==> src/rtl/bc_broadcast_source.sv <==
// Transmit end of the inter-lane broadcast chain: buffers operand words from the source in a
// small FIFO and hands them to lane 0, counting words in and out per command.
module bc_broadcast_source #(
  parameter int unsigned DEPTH    = 4,
  parameter int unsigned CntWidth = 16
) (
  input  logic                clk_i,
  input  logic                rst_i,
  input  logic                cmd_valid_i,
  output logic                cmd_ready_o,
  input  logic [CntWidth-1:0] cmd_len_i,
  input  logic                src_valid_i,
  input  logic [63:0]         src_data_i,
  output logic                src_ready_o,
  output logic                bc_valid_o,
  output logic [63:0]         bc_data_o,
  input  logic                bc_ready_i,
  output logic                busy_o,
  output logic                done_o
);

  localparam int unsigned PtrW = $clog2(DEPTH);
  localparam logic [PtrW:0] PtrOne = 1;
  localparam logic [CntWidth-1:0] CntOne = 1;

  typedef enum logic [1:0] {StIdle, StStream, StDrain} state_e;

  state_e              state_q, state_d;
  logic [CntWidth-1:0] in_cnt_q, in_cnt_d;
  logic [CntWidth-1:0] out_cnt_q, out_cnt_d;
  logic                done_q, done_d;
  logic [63:0]         mem_q [DEPTH];
  logic [PtrW:0]       wr_ptr_q, rd_ptr_q;
  logic                fifo_empty, fifo_full, push, pop;

  // Pointers carry one extra wrap bit to tell full from empty.
  always_comb begin
    fifo_empty = (wr_ptr_q == rd_ptr_q);
    fifo_full  = (wr_ptr_q[PtrW] != rd_ptr_q[PtrW]) &&
                 (wr_ptr_q[PtrW-1:0] == rd_ptr_q[PtrW-1:0]);
  end

  always_comb begin
    cmd_ready_o = (state_q == StIdle);
    src_ready_o = (state_q == StStream) && !fifo_full && (in_cnt_q != '0);
    bc_valid_o  = !fifo_empty;
    bc_data_o   = mem_q[rd_ptr_q[PtrW-1:0]];
    busy_o      = (state_q != StIdle);
    done_o      = done_q;
    push        = src_valid_i && src_ready_o;
    pop         = bc_valid_o && bc_ready_i;
  end

  always_comb begin
    state_d   = state_q;
    in_cnt_d  = in_cnt_q;
    out_cnt_d = out_cnt_q;
    done_d    = 1'b0;
    unique case (state_q)
      StIdle: begin
        if (cmd_valid_i) begin
          if (cmd_len_i == '0) begin
            done_d = 1'b1;
          end else begin
            in_cnt_d  = cmd_len_i;
            out_cnt_d = cmd_len_i;
            state_d   = StStream;
          end
        end
      end
      StStream: begin
        if (push) begin
          in_cnt_d = in_cnt_q - CntOne;
          if (in_cnt_q == CntOne) state_d = StDrain;
        end
      end
      StDrain: ;
      default: state_d = StIdle;
    endcase
    // The final pop ends the command regardless of which busy state we are in.
    if (pop && (out_cnt_q != '0)) begin
      out_cnt_d = out_cnt_q - CntOne;
      if (out_cnt_q == CntOne) begin
        state_d = StIdle;
        done_d  = 1'b1;
      end
    end
  end

  always_ff @(posedge clk_i) begin
    if (rst_i) begin
      state_q   <= StIdle;
      in_cnt_q  <= '0;
      out_cnt_q <= '0;
      done_q    <= 1'b0;
      wr_ptr_q  <= '0;
      rd_ptr_q  <= '0;
    end else begin
      state_q   <= state_d;
      in_cnt_q  <= in_cnt_d;
      out_cnt_q <= out_cnt_d;
      done_q    <= done_d;
      if (push) wr_ptr_q <= wr_ptr_q + PtrOne;
      if (pop)  rd_ptr_q <= rd_ptr_q + PtrOne;
    end
  end

  always_ff @(posedge clk_i) begin
    if (push) mem_q[wr_ptr_q[PtrW-1:0]] <= src_data_i;
  end

endmodule

==> config.mk <==
export PLATFORM = sky130hd
export DESIGN_NAME = bc_broadcast_source
export DESIGN_NICKNAME = d
export VERILOG_FILES = /design/src/rtl/bc_broadcast_source.sv
export SDC_FILE = /design/constraint.sdc
export NUM_CORES = 1
export LEC_CHECK = 0
export BUFFER_PORTS_ARGS = -buffer_cell sky130_fd_sc_hd__buf_2
export CORE_ASPECT_RATIO = 0.75
export CORE_UTILIZATION = 50
export CTS_CLUSTER_DIAMETER = 120
export DETAILED_ROUTE_END_ITERATION = 12
export PLACE_DENSITY = 0.72
export SLEW_MARGIN = 20
export SYNTH_ARGS = -nofsm -noshare
export SYNTH_HDL_FRONTEND = slang
export SYNTH_SLANG_ARGS = --single-unit
==> constraint.sdc <==
create_clock -name clk_i -period 2.82 [get_ports clk_i]
set_input_delay 0.564 -clock clk_i [delete_from_list [all_inputs] [get_ports clk_i]]
set_output_delay 0.564 -clock clk_i [all_outputs]
set_load 0.005 [all_outputs]
==> metrics.txt <==
RR Startpoint=out_cnt_q[0]; vias=between 6000 and 7000; Netlist Area Pre-Place=11900 µm²; Die Ht=136 µm; worst skew pair latency=0.54 ns; drt wl/cell=21.1 µm; Synth Register Bits=around 300; placed instance area=13200 µm²; Final TNS setup=0 ns; CTS tree=yes; critical path required time=2.26 ns; Critical-path top delay cell=or4_4; RePlAce Congestion=0.905; VDD IR-drop max=0.488 mV; initial antenna violation count=2; RSZ-0062 raised after global routing=no; Cell Chain, Critical Path=or4_4 -> nor4_4 -> a21oi_1 -> buf_2; post-synthesis area per instance=17.6 µm²; Placeable Area=~23000 µm²; share of layout cells above drive strength 1=0.345; max_cap viols=0; initial drt markers=around 640; Synth cell types=58; status=complete, no violations; Slew Limit Fails=0; synthesis warning total=0; EDFF count, synth=256; final hold vios=0; Worst Path Arrival=2.13 ns; Most used DFF post-synth=edfxtp_1; hold path start=src_data_i[26]; Yosys top cell area share=0.645; DPL Wire Length=15.8 mm; Worst Hold Class=input port to flip-flop; CTS Buf Count=28; die area=24500 µm²; DR pass1 iterations=5; Total GRT Usage=0.205; Clock Path Buffers=3; critical path class=flip-flop to output port; clock-pin slew of the registers on the worst-case setup and hold paths=0.06 ns; clk sink count=299; largest cells by area after synthesis=edfxtp_1 64%, mux4_2 12%, dfxtp_1 7.2%, a21oi_1 1.5%, ha_1 1.0%; post-layout min period=2.69 ns; cells after synthesis=678; crit share post-route=0.955; global-route wire length before repair=roughly 38 mm; # IOs=154; largest net degree at the start of global routing=65; Clock Skew=about 0.013 ns; setup violators final=0; Rel. slew slack=0.335; pin slew with the least headroom to its limit=roughly 1 ns; Worst Setup SP=in_cnt_q[9]; fin nets=between 900 and 1000; Area growth, synth to finish=18.4%; Net Count, Synth=around 770; design area=14100 µm²; Async S/R FF share, synth=0; Clock Root Buffer=clkbuf_16; Horiz. Die Dim=180 µm; vias in the first global route=6711; flop-to-flop setup slack=0.33 ns; htree depth=1; CP endpoint kind=output port; Buffers on Ports=153; Initial Utilization=0.514; remaining antenna violation count=0; PwrDens=705 nW/µm²; total routed wirelength=24.9 mm; Peak Freq=0.371 GHz; Congestion Overflow GR=0; vias per cell=roughly 6; P_leak=4.76 nW; Setup crit start kind=flip-flop; post-synth top area cell=edfxtp_1; std cell rows=48; crit-path max FO=8; DRC Markers=0; sequential area share after synthesis=0.717; max incr delay on CP=0.61 ns
-- kinds of logic (layout without fill, tap and decap cells) --
kind of cell | after synthesis | in the layout | share of synthesized area
AO/OA/AOI/OAI | 107 | 107 | 0.0632
XOR/XNOR | 9 | 9 | 0.00850
adder cells (fa/ha/maj) | 10 | 10 | 0.0105
buffers and inverters | 40 | 238 | 0.0129
flip-flops | 299 | 299 | 0.717
multiplexers | 65 | 65 | 0.122
other | 0 | 1 | 0
AND/OR/NAND/NOR | 148 | 148 | 0.0664
-- Yosys cell counts, drive strengths merged (10+ instances only) --
cell / count
edfxtp: 256
nor3: 13
nand2: 29
ha: 10
inv: 10
nor2: 34
clkbuf: 21
a21oi: 35
dfxtp: 43
nor4: 20
mux4: 64
nand2b: 11
-- critical path: cells and delay by family (launching register included) --
family	cells	cell delay, ns
AOI/OAI and AO/OA	1	0.13
buffers and inverters	1	0.15
and+or+nand+nor	2	0.94
DFF	1	0.38
-- report_power, final --
group	switching (W)	internal [W]
Sequential	0.000120	0.00494
Clock	0.00153	0.00197
Combinational	0.000748	0.000651
Total	0.00239	0.00756
-- cell type report --
cell class	instances	area [µm²]
inverter	10	37.5
clock inverter	13	92.6
timing repair buffer	178	1050
antenna	1	2.50
fill	1730	9070
clock buffer	37	756
multi-input combinational	339	3250
tap	300	375
sequential	299	8550
-- path summary, 6_finish.rpt --
check | end | depth (start not counted)
max | src_ready_o | 4
min | mem_q[2][26] | 1
max reg2reg | out_cnt_q[12] | 7
min reg2reg | in_cnt_q[15] | 2
-- routing by layer --
| layer | share of wire | track usage | vias to the layer above |
|---|---|---|---|
| met5 | 0.00032 | 0 | - |
| met4 | 0.021 | 0.0541 | 2 |
| met3 | 0.083 | 0.0500 | 41 |
| met2 | 0.45 | 0.310 | 285 |
| met1 | 0.44 | 0.298 | 3453 |
| li1 | - | - | 3157 |
-- through the flow --
stage | cells | utilization | hold slack [ns] | setup slack (ns) | power, W
floorplan | 678 | - | 0.459 | 0.472 | 0.00597
global placement | 1125 | 0.571 | 0.482 | 0.490 | 0.00649
detailed placement | 1125 | 0.571 | 0.489 | 0.407 | 0.00652
CTS | 1176 | 0.608 | 0.219 | 0.00272 | 0.0100
global route | 1176 | 0.609 | 0.223 | 0.0168 | 0.0103
finish | 1177 | 0.609 | 0.246 | 0.128 | 0.00995
-- cell usage in the layout (no fill, tap or decap), types with 8 or more instances in the layout --
cell type and count:
a21oi_1 35, buf_2 153, buf_4 17, clkbuf_1 8, clkbuf_16 29, dfxtp_1 41, edfxtp_1 256, ha_1 10
inv_1 10, mux4_2 64, nand2_1 28, nand2b_1 11, nor2_1 33, nor3_1 13, nor4_1 17, o21ai_0 8
o32ai_1 9
-- registers in the layout, summed over array words and instances, names as in the netlist, named ones only --
name and cells:
done_o 1, in_cnt_q 16, mem_q 256, out_cnt_q 16, rd_ptr_q 3, state_q 2
wr_ptr_q 3
-- what timing repair did --
action	4_1_cts	5_1_grt
setup endpoints to repair	2	1
hold buffers	0	0
gates resized for setup	1	2
setup buffers	1	0
Note: power is estimated with default switching activity, not from simulation.
